## src/rtl/mbisr_repairable_mem.sv

```systemverilog
// Single-port SRAM model with spare-row repair, stuck-at fault injection,
// self-clear after reset and a 1- or 2-cycle read pipeline.
module mbisr_repairable_mem #(
   parameter int ADDR_WIDTH   = 8,
   parameter int DATA_WIDTH   = 8,
   parameter int MEM_SIZE     = 256,
   parameter int SPARE_ROWS   = 4,
   parameter int NUM_FAULTS   = 2,
   parameter int READ_LATENCY = 1,
   localparam int CW = $clog2(SPARE_ROWS + 1),
   localparam int IW = (NUM_FAULTS > 1) ? $clog2(NUM_FAULTS) : 1,
   localparam int BW = (DATA_WIDTH > 1) ? $clog2(DATA_WIDTH) : 1
) (
   input  logic                  clk,
   input  logic                  rst,
   input  logic                  mem_en,
   input  logic                  mem_we,
   input  logic [ADDR_WIDTH-1:0] mem_addr,
   input  logic [DATA_WIDTH-1:0] mem_wdata,
   output logic [DATA_WIDTH-1:0] mem_rdata,
   output logic                  mem_rvalid,
   output logic                  oor_err,
   output logic                  busy,
   input  logic                  rep_we,
   input  logic [ADDR_WIDTH-1:0] rep_addr,
   output logic [CW-1:0]         rep_count,
   output logic                  rep_overflow,
   input  logic                  flt_we,
   input  logic [IW-1:0]         flt_idx,
   input  logic                  flt_en,
   input  logic [ADDR_WIDTH-1:0] flt_addr,
   input  logic [BW-1:0]         flt_bit,
   input  logic                  flt_val
);

   localparam int TOTAL = MEM_SIZE + SPARE_ROWS;
   localparam int RW    = $clog2(TOTAL);
   localparam logic [ADDR_WIDTH:0] MS_W = (ADDR_WIDTH + 1)'(MEM_SIZE);

   typedef enum logic {ST_CLEAR, ST_READY} state_t;

   state_t        state_q, state_d;
   logic [RW-1:0] clr_cnt_q, clr_cnt_d;

   // Rows 0..MEM_SIZE-1 are the main array; spare k lives at row MEM_SIZE+k.
   logic [DATA_WIDTH-1:0] mem_q [TOTAL];

   logic [SPARE_ROWS-1:0][ADDR_WIDTH-1:0] rep_addr_q, rep_addr_d;
   logic [CW-1:0]                         rep_count_q, rep_count_d;
   logic                                  rep_ovf_q, rep_ovf_d;
   logic                                  rep_known;

   logic [NUM_FAULTS-1:0]                 flt_en_q, flt_en_d;
   logic [NUM_FAULTS-1:0][ADDR_WIDTH-1:0] flt_addr_q, flt_addr_d;
   logic [NUM_FAULTS-1:0][BW-1:0]         flt_bit_q, flt_bit_d;
   logic [NUM_FAULTS-1:0]                 flt_val_q, flt_val_d;

   logic                  acc, in_range, hit;
   logic [RW-1:0]         acc_row;
   logic                  wr_en;
   logic [RW-1:0]         wr_row;
   logic [DATA_WIDTH-1:0] wr_data;
   logic                  rd_vld_d;
   logic [DATA_WIDTH-1:0] rd_data_d;
   logic                  src_vld;
   logic [DATA_WIDTH-1:0] src_data;

   logic                  rvalid_q, rvalid_d;
   logic [DATA_WIDTH-1:0] rdata_q, rdata_d;
   logic                  oor_q, oor_d;

   always_ff @(posedge clk) begin
      if (rst) begin
         state_q   <= ST_CLEAR;
         clr_cnt_q <= '0;
      end else begin
         state_q   <= state_d;
         clr_cnt_q <= clr_cnt_d;
      end
   end

   always_comb begin
      state_d   = state_q;
      clr_cnt_d = clr_cnt_q;
      if (state_q == ST_CLEAR) begin
         if (clr_cnt_q == RW'(TOTAL - 1)) begin
            state_d   = ST_READY;
            clr_cnt_d = '0;
         end else begin
            clr_cnt_d = clr_cnt_q + RW'(1);
         end
      end
   end

   always_comb begin
      busy = (state_q == ST_CLEAR);
   end

   // Access decode: lookup uses the map as it stood before this edge.
   always_comb begin
      acc      = mem_en && !busy;
      in_range = {1'b0, mem_addr} < MS_W;
      hit      = 1'b0;
      acc_row  = RW'(mem_addr);
      for (int i = 0; i < SPARE_ROWS; i++) begin
         if (CW'(i) < rep_count_q && rep_addr_q[i] == mem_addr) begin
            hit     = 1'b1;
            acc_row = RW'(MEM_SIZE + i);
         end
      end

      rd_vld_d  = acc && !mem_we;
      rd_data_d = '0;
      if (in_range) begin
         rd_data_d = mem_q[acc_row];
         // Walk high to low so the lowest slot's forcing lands last.
         if (!hit) begin
            for (int j = NUM_FAULTS - 1; j >= 0; j--) begin
               if (flt_en_q[j] && flt_addr_q[j] == mem_addr)
                  rd_data_d[flt_bit_q[j]] = flt_val_q[j];
            end
         end
      end

      if (busy) begin
         wr_en   = 1'b1;
         wr_row  = clr_cnt_q;
         wr_data = '0;
      end else begin
         wr_en   = acc && mem_we && in_range;
         wr_row  = acc_row;
         wr_data = mem_wdata;
      end
   end

   always_ff @(posedge clk) begin
      if (wr_en) mem_q[wr_row] <= wr_data;
   end

   always_comb begin
      rep_addr_d  = rep_addr_q;
      rep_count_d = rep_count_q;
      rep_ovf_d   = rep_ovf_q;
      rep_known   = 1'b0;
      for (int i = 0; i < SPARE_ROWS; i++) begin
         if (CW'(i) < rep_count_q && rep_addr_q[i] == rep_addr) rep_known = 1'b1;
      end
      if (rep_we && ({1'b0, rep_addr} < MS_W) && !rep_known) begin
         if (rep_count_q == CW'(SPARE_ROWS)) begin
            rep_ovf_d = 1'b1;
         end else begin
            for (int i = 0; i < SPARE_ROWS; i++) begin
               if (CW'(i) == rep_count_q) rep_addr_d[i] = rep_addr;
            end
            rep_count_d = rep_count_q + CW'(1);
         end
      end
   end

   always_comb begin
      flt_en_d   = flt_en_q;
      flt_addr_d = flt_addr_q;
      flt_bit_d  = flt_bit_q;
      flt_val_d  = flt_val_q;
      if (flt_we) begin
         for (int j = 0; j < NUM_FAULTS; j++) begin
            if (IW'(j) == flt_idx) begin
               flt_en_d[j]   = flt_en;
               flt_addr_d[j] = flt_addr;
               flt_bit_d[j]  = flt_bit;
               flt_val_d[j]  = flt_val;
            end
         end
      end
   end

   generate
      if (READ_LATENCY == 2) begin : g_lat2
         logic                  pipe_vld_q;
         logic [DATA_WIDTH-1:0] pipe_data_q;
         always_ff @(posedge clk) begin
            if (rst) begin
               pipe_vld_q  <= 1'b0;
               pipe_data_q <= '0;
            end else begin
               pipe_vld_q  <= rd_vld_d;
               pipe_data_q <= rd_data_d;
            end
         end
         assign src_vld  = pipe_vld_q;
         assign src_data = pipe_data_q;
      end else begin : g_lat1
         assign src_vld  = rd_vld_d;
         assign src_data = rd_data_d;
      end
   endgenerate

   always_comb begin
      rvalid_d = src_vld;
      rdata_d  = src_vld ? src_data : rdata_q;
      oor_d    = acc && !in_range;
   end

   always_ff @(posedge clk) begin
      if (rst) begin
         rvalid_q    <= 1'b0;
         rdata_q     <= '0;
         oor_q       <= 1'b0;
         rep_addr_q  <= '0;
         rep_count_q <= '0;
         rep_ovf_q   <= 1'b0;
         flt_en_q    <= '0;
         flt_addr_q  <= '0;
         flt_bit_q   <= '0;
         flt_val_q   <= '0;
      end else begin
         rvalid_q    <= rvalid_d;
         rdata_q     <= rdata_d;
         oor_q       <= oor_d;
         rep_addr_q  <= rep_addr_d;
         rep_count_q <= rep_count_d;
         rep_ovf_q   <= rep_ovf_d;
         flt_en_q    <= flt_en_d;
         flt_addr_q  <= flt_addr_d;
         flt_bit_q   <= flt_bit_d;
         flt_val_q   <= flt_val_d;
      end
   end

   assign mem_rdata    = rdata_q;
   assign mem_rvalid   = rvalid_q;
   assign oor_err      = oor_q;
   assign rep_count    = rep_count_q;
   assign rep_overflow = rep_ovf_q;

endmodule

```

## config.mk

```make
export PLATFORM = sky130hd
export DESIGN_NAME = mbisr_repairable_mem
export DESIGN_NICKNAME = d
export VERILOG_FILES = /design/src/rtl/mbisr_repairable_mem.sv
export SDC_FILE = /design/constraint.sdc
export NUM_CORES = 2
export LEC_CHECK = 0
export CAP_MARGIN = 30
export CORE_MARGIN = 3
export CORE_UTILIZATION = 61
export CTS_CLUSTER_SIZE = 16
export DETAILED_ROUTE_END_ITERATION = 7
export PLACE_DENSITY_LB_ADDON = 0.08
export SKIP_CTS_REPAIR_TIMING = 1
export SYNTH_ARGS = -nofsm -noshare
export SYNTH_HDL_FRONTEND = slang
export SYNTH_SLANG_ARGS = --single-unit
```

## constraint.sdc

```tcl
create_clock -name clk -period 12.3 [get_ports clk]
set_clock_uncertainty 0.15 [all_clocks]
set_input_delay 1.23 -clock clk [delete_from_list [all_inputs] [get_ports clk]]
set_output_delay 1.23 -clock clk [all_outputs]
set_load 0.005 [all_outputs]
```

# Word level (Yosys, flattened, before mapping)
# Memories as Yosys holds them, arrays and structs flattened.
# Cells that the tools add are included.
dict set report word_totals {
  regBits 81
  ram_bits 2080
  inputBits 44
  output_inout_bits 15
  wordCells 104
  mem_count 1
}
dict set report op_classes {
  n_addsub 2
  magnitude_cmp 8
  n_eq_ne 15
  muxes 30
  bitwise 3
  reduce_logical 27
}
# name depth width read_ports rd_ports_with_merged_regs write_ports line_no
set mem_list {}
lappend mem_list {mem_q 260 8 1 0 1 46} ;# logic [DATA_WIDTH-1:0] mem_q [TOTAL];
# operator count
set ops {}
lappend ops {{8-bit == test} 10}
lappend ops {{9-bit 2-to-1 mux} 6}
lappend ops {{8-bit 2-to-1 mux} 5}
lappend ops {{8-bit bitwise mux} 2}
lappend ops {{1-bit logical AND} 16}
lappend ops {{1-bit 2-to-1 mux} 15}
lappend ops {{3-bit AND reduction} 4}
lappend ops {{9-bit by 1-bit adder with 9-bit output (second input constant)} 1}
lappend ops {{9-bit == test (second input constant)} 1}
lappend ops {{3-bit by 4-bit less-than comparator with 1-bit output (second input constant)} 2}
lappend ops {{2-bit AND reduction} 4}
lappend ops {{1-bit demux with 3-bit select} 2}
lappend ops {{2-bit by 3-bit == test with 1-bit output (first input constant)} 2}
lappend ops {{3-bit by 1-bit greater-or-equal comparator with 1-bit output (second input constant)} 2}
lappend ops {{1-bit by 3-bit less-than comparator with 1-bit output (first input constant)} 2}
lappend ops {{2-bit by 3-bit less-than comparator with 1-bit output (first input constant)} 2}
lappend ops {{3-bit by 1-bit adder with 3-bit output (second input constant)} 1}
lappend ops {{1-bit by 3-bit == test with 1-bit output (first input constant)} 1}
lappend ops {{3-bit == test (second input constant)} 1}
lappend ops {{3-bit zero test} 1}
lappend ops {{1-bit NOT} 3}
lappend ops {{1-bit zero test} 2}

# Logic depth before layout (Yosys ltp)
# An unclocked memory read counts as a cell.
dict set report logic_depth {
  depth_word 13
  ltp_mapped 17
  depth_no_buf 11
}

# Worst setup path after synthesis
# No wires, ideal clock.
dict set report synth_path {
  path_type {in2reg}
  startpoint {input port mem_wdata[0]}
  endpoint {memory mem_q[0][0] (data pin)}
  setup_time_ns 0.877
  arrival_ns 4.506
  required_ns 11.273
  slack_ns 6.767
  cell_stages 1
  n_path_buf 0
  path_cell_list {and2_1}
}
dict set report synth_via {
  elab_chain_len 1
}
# element line_no
set synth_lines {}
lappend synth_lines {{start, declared} 19} ;# input logic [DATA_WIDTH-1:0] mem_wdata,
lappend synth_lines {{8-bit 2-to-1 mux} 125} ;# if (busy) begin
lappend synth_lines {{end, declared} 46}
# No other way between the ends.

# Final worst setup path
dict set report layout_path {
  startpoint {input port mem_addr[5]}
  endpoint {register rdata_q[6], in the netlist mem_rdata[6]}
}
dict set report layout_via {
  elab_chain_len 13
  elab_cells_between_ends 27
  classes_between {eq/ne (6); mux (14); reduce/logical (6); memory (1)}
}
# element line_no
set layout_lines {}
lappend layout_lines {{start, declared} 18} ;# input logic [ADDR_WIDTH-1:0] mem_addr,
lappend layout_lines {{8-bit == test} 106} ;# if (CW'(i) < rep_count_q && rep_addr_q[i] == mem_addr) begin
lappend layout_lines {{1-bit logical AND} 106}
lappend layout_lines {{9-bit 2-to-1 mux (4 in a row)} 106}
lappend layout_lines {{memory read 260 x 8 bit} -}
lappend layout_lines {{8-bit bitwise mux} 120} ;# rd_data_d[flt_bit_q[j]] = flt_val_q[j];
lappend layout_lines {{8-bit 2-to-1 mux} 119} ;# if (flt_en_q[j] && flt_addr_q[j] == mem_addr)
lappend layout_lines {{8-bit 2-to-1 mux} 117} ;# if (!hit) begin
lappend layout_lines {{8-bit bitwise mux} 120}
lappend layout_lines {{8-bit 2-to-1 mux} 119}
lappend layout_lines {{8-bit 2-to-1 mux (*)} 117}
lappend layout_lines {{end signal, assigned} 218} ;# rdata_q <= rdata_d;
lappend layout_lines {{end, declared} 69} ;# logic [DATA_WIDTH-1:0] rdata_q, rdata_d;
# Mark *: on every way between the ends. The rest lies on a longest branch, timed or not. The select of a mux whose other input is x is not followed.
# A chain may end at the register's enable or synchronous reset.

==> flow_summary.html <==
<table>
<tr><th>Metric</th><th>Value</th></tr>
<tr><th colspan="2">Flow run</th></tr>
<tr><td>Max Cap Viol</td><td>0</td></tr>
<tr><th colspan="2">Die</th></tr>
<tr><td>Die area</td><td>between 100000 and 150000 sq um</td></tr>
<tr><td>Initial standard-cell utilization of the core</td><td>between 60% and 70%</td></tr>
<tr><td>Row count</td><td>138</td></tr>
<tr><td>I/O pin cnt</td><td>about 60</td></tr>
<tr><td>Y dimension of the die</td><td>slightly below 400 um</td></tr>
<tr><td>DIE WIDTH</td><td>between 300 and 400 um</td></tr>
<tr><td>Area of the placeable core</td><td>142000 sq um</td></tr>
<tr><th colspan="2">Placed design</th></tr>
<tr><td>Number of buffers added on ports</td><td>between 50 and 60</td></tr>
<tr><td>Post-Place Setup Slack</td><td>roughly 4.1 ns</td></tr>
<tr><td>HPWL Detailed</td><td>roughly 150 mm</td></tr>
<tr><td>Gp weighted congestion</td><td>roughly 0.97</td></tr>
<tr><th colspan="2">Logic synthesis</th></tr>
<tr><td>Synthesized Nets</td><td>between 6000 and 7000</td></tr>
<tr><td>Area share of the leading cell type in the synthesized netlist</td><td>a little under three quarters</td></tr>
<tr><td>Yosys reg bits</td><td>roughly 2200</td></tr>
<tr><td>Yosys top cell by area</td><td>sky130_fd_sc_hd__edfxtp_1</td></tr>
<tr><td>Warning count from the yosys run</td><td>0</td></tr>
<tr><td>Cells taking the most area after synthesis</td><td>sky130_fd_sc_hd__edfxtp_1 71%, sky130_fd_sc_hd__nand2_1 5.6%, sky130_fd_sc_hd__mux2_2 2.2%</td></tr>
<tr><td>Count of flip-flops with a built-in enable after synthesis</td><td>2080</td></tr>
<tr><td>Distinct cell type count after synthesis</td><td>between 90 and 100</td></tr>
<tr><td>Fraction of synthesis flops using an asynchronous set or reset pin</td><td>0%</td></tr>
<tr><td>Syn Inst Count</td><td>~6400</td></tr>
<tr><td>Synthesized area divided by synthesized cell count</td><td>approximately 14 sq um</td></tr>
<tr><td>Cell Area, Synth</td><td>a little under 90000 sq um</td></tr>
<tr><td>Sequential-to-total area share from yosys stat</td><td>73.0%</td></tr>
<tr><td>Most common flop cell mapped by yosys</td><td>sky130_fd_sc_hd__edfxtp_1</td></tr>
<tr><th colspan="2">Layout</th></tr>
<tr><td>Share of cells above drive strength 1</td><td>around a tenth</td></tr>
<tr><td>Top library cells by usage in the layout, fill and taps aside</td><td>2080 x sky130_fd_sc_hd__edfxtp_1, 1304 x sky130_fd_sc_hd__nand2_1, 353 x sky130_fd_sc_hd__nor2_1</td></tr>
<tr><td>Area added between synthesis and finish</td><td>10.2%</td></tr>
<tr><td>Register area</td><td>about 64000 sq um</td></tr>
<tr><td>Area used by multi-input combinational logic</td><td>21500 sq um</td></tr>
<tr><td>Number of nets in the final layout</td><td>6442</td></tr>
<tr><td>Commonest non-fill, non-tap cell in the layout</td><td>sky130_fd_sc_hd__edfxtp_1</td></tr>
<tr><td>Layout fillers</td><td>9879</td></tr>
<tr><th colspan="2">Setup path</th></tr>
<tr><td>Cell count of the worst reg-to-reg path</td><td>12</td></tr>
<tr><td>Setup CP Type</td><td>in2reg</td></tr>
<tr><td>Worst path arrival time</td><td>7.99 ns</td></tr>
<tr><td>Worst setup SP type</td><td>input port</td></tr>
<tr><td>Minimum setup slack among reg-to-reg paths</td><td>roughly 5.6 ns</td></tr>
<tr><td>Capture point of the worst reg-to-reg path</td><td>mem_rdata[6]</td></tr>
<tr><td>Highest net fanout along the worst path</td><td>about 120</td></tr>
<tr><td>Setup crit end kind</td><td>register</td></tr>
<tr><td>Startpoint of the lowest-slack register-to-register path</td><td>rep_count[2]</td></tr>
<tr><td>Required time of the worst setup path</td><td>12.85 ns</td></tr>
<tr><th colspan="2">Global route</th></tr>
<tr><td>GR Overflow Total</td><td>0</td></tr>
<tr><td>Pin count of the biggest net entering global routing</td><td>~210</td></tr>
<tr><td>GR met1 Demand/Resource</td><td>roughly half</td></tr>
<tr><td>Number of global-route vias before repair</td><td>53100</td></tr>
<tr><td>GR Layer Usage met2</td><td>a little over half</td></tr>
<tr><td>First-pass GRT wire length</td><td>about 370 mm</td></tr>
<tr><td>Met3 Usage GRT</td><td>under 10%</td></tr>
<tr><td>Total Routing Usage GR</td><td>approximately a third</td></tr>
<tr><td>Antenna violations before repair</td><td>5</td></tr>
<tr><td>Layer with the highest usage after global routing</td><td>met2</td></tr>
<tr><th colspan="2">Clock network</th></tr>
<tr><td>Cts bufs inserted</td><td>about 210</td></tr>
<tr><td>Number of buffers between clock root and the deepest sink</td><td>3</td></tr>
<tr><td>Number of levels the H-tree was split into</td><td>4</td></tr>
<tr><td>Clock latency on the worst-skew pair</td><td>between 0.8 and 0.9 ns</td></tr>
<tr><td>TritonCTS clock tree</td><td>done</td></tr>
<tr><td>Master cell of the clock root buffer</td><td>sky130_fd_sc_hd__clkbuf_16</td></tr>
<tr><td>Clock-pin slew of the registers on the worst-case setup and hold paths</td><td>0.06 ns</td></tr>
<tr><td>Clock tree sinks</td><td>about 2200</td></tr>
<tr><th colspan="2">Timing</th></tr>
<tr><td>Final clock period utilization by the worst path</td><td>about 60%</td></tr>
<tr><td>Worst hold margin</td><td>about 0.32 ns</td></tr>
<tr><td>RSZ-0062 raised after global routing</td><td>no</td></tr>
<tr><td>Tightest slew margin relative to the limit</td><td>around 13%</td></tr>
<tr><td>Fin crit period</td><td>around 7.4 ns</td></tr>
<tr><td>Count of final hold-check violations</td><td>0</td></tr>
<tr><td>Minimum setup slack in the final design</td><td>between 4 and 5 ns</td></tr>
<tr><td>Number of endpoints failing setup at the final stage</td><td>0</td></tr>
<tr><td>Final setup TNS</td><td>0 ns</td></tr>
<tr><td>Count of pins over their slew limit</td><td>0</td></tr>
<tr><td>Highest clock rate</td><td>approximately 130 MHz</td></tr>
<tr><td>Pin slew with the least headroom to its limit</td><td>between 1 and 1.5 ns</td></tr>
<tr><th colspan="2">Worst hold path</th></tr>
<tr><td>WHS Path Cells</td><td>2</td></tr>
<tr><td>Worst hold path type</td><td>reg2reg</td></tr>
<tr><td>Hold Path End</td><td>flt_addr_q[11]</td></tr>
<tr><td>Launch instance of the worst min-delay path</td><td>flt_addr_q[11]</td></tr>
<tr><th colspan="2">Route</th></tr>
<tr><td>Routed len/inst</td><td>between 30 and 40 um</td></tr>
<tr><td>Total Routed Length</td><td>roughly 260 mm</td></tr>
<tr><td>Vias after detailed routing</td><td>approximately 56000</td></tr>
<tr><td>Initial DRT Pass Iterations</td><td>7</td></tr>
<tr><td>Detailed-route DRC error count</td><td>0</td></tr>
<tr><td>Post-DR vias/cell</td><td>6.61</td></tr>
<tr><td>1st-iter DRT viols</td><td>about 8000</td></tr>
<tr><td>Detail Route Antenna Nets</td><td>0</td></tr>
<tr><th colspan="2">Pwr</th></tr>
<tr><td>Total power divided by cell area</td><td>~160 nW/um^2</td></tr>
<tr><td>Leak Pwr</td><td>33.4 nW</td></tr>
<tr><td>Worst VDD drop</td><td>~0.14 mV</td></tr>
<tr><th colspan="2">Run status</th></tr>
<tr><td>Run status</td><td>completed</td></tr>
</table>
-- worst max path at each step --
stage	start	to	slack, ns	cells past startpoint
after global routing	mem_addr[5]	mem_rdata[6]	4.67	13
after floorplan	mem_wdata[0]	mem_q[0][0]	6.77	1
after detailed placement	mem_addr[5]	mem_rdata[6]	4.13	13
after CTS	mem_addr[5]	mem_rdata[6]	5.01	13
after global placement	mem_addr[5]	mem_rdata[5]	4.02	13
final	mem_addr[5]	mem_rdata[6]	4.86	13
-- metal layers --
layer | share of wire [%] | routed length [um] | up-vias
met3 | 11 | 27700 | 566
met1 | 38 | 99300 | 28000
met5 | 0.010 | 27 | -
li1 | - | - | 24000
met4 | 5.2 | 13500 | 4
met2 | 46 | 119000 | 3328
-- area by class of cell --
type	count	area share, %
Clock inverter	131	1.32
Antenna cell	4	0.0103
Inverter	11	0.0427
Sequential cell	2161	66.2
Tap cell	1890	2.44
Multi-Input combinational cell	3802	22.2
Timing Repair Buffer	208	2.06
Clock buffer	252	5.66
-- power by group --
part / internal, mW / leakage (nW) / total, mW / switching (mW)
logic: 0.211 / 8.79 / 0.743 / 0.532
registers: 7.96 / 21.3 / 7.98 / 0.0167
clock network: 3.62 / 3.29 / 6.36 / 2.74
-- through the flow --
stage | util [%] | total power, mW | cells | area (sq um)
2_1_floorplan | - | 8.57 | 6407 | 87800
3_5_place_dp | 63.2 | 8.86 | 8063 | 89900
3_3_place_gp | 63.0 | 8.85 | 8043 | 89700
4_1_cts | 67.9 | 15.1 | 8446 | 96600
5_1_grt | 68.0 | 15.4 | 8455 | 96800
6_report | 68.0 | 15.1 | 8459 | 96800
-- cell families after synthesis --
group,share of synthesized area (%)
xor+xnor,0.876
flops,73.0
mux,4.42
compound gates,7.61
simple gates,11.4
buf+inv,2.67
fa+ha+maj,0.0712
other cells,0.00427
-- synthesized netlist by cell type, drive strengths merged (6+ instances only) --
master   number
xor2         42
nand2      1308
buf         293
o221ai        7
o211ai       55
nand3       327
a211oi      109
nand4        42
a41o          6
xnor2        45
a22oi        31
o31ai         6
mux2        169
a31o         12
o22ai        50
a2111oi       8
a221oi       15
and2         19
dfxtp        81
a311oi       24
inv          11
or4           6
a32oi        18
mux2i       189
a31oi       224
nor2        359
a41oi        22
a21boi       10
edfxtp     2080
nor2b         7
nor4         48
nor3         41
nand3b        6
clkbuf      140
a21oi       225
nand2b        6
o21ai       172
or3           9
and3        120
-- critical path, stage by stage --
cell and delay (ns):
sky130_fd_sc_hd__clkdlybuf4s50_1 1.02, sky130_fd_sc_hd__xnor2_1 0.19, sky130_fd_sc_hd__nand3_1 0.16, sky130_fd_sc_hd__o31ai_1 0.78, sky130_fd_sc_hd__nand3_4 0.60, sky130_fd_sc_hd__nand2_8 0.63
sky130_fd_sc_hd__buf_12 0.53, sky130_fd_sc_hd__buf_4 0.73, sky130_fd_sc_hd__o221ai_1 0.25, sky130_fd_sc_hd__a221oi_1 0.96, sky130_fd_sc_hd__a31oi_1 0.39, sky130_fd_sc_hd__nor3_1 0.27
sky130_fd_sc_hd__a31oi_1 0.10
-- state kept, by name, summed over array words and instances (netlist names) --
register / cells
flt_addr_q: 16
flt_val_q: 2
mem_rvalid: 1
mem_rdata: 8
rep_overflow: 1
flt_en_q: 2
state_q: 1
clr_cnt_q: 9
rep_addr_q: 32
flt_bit_q: 6
rep_count: 3
mem_q: 2080
Note: power is estimated with default switching activity, not from simulation.
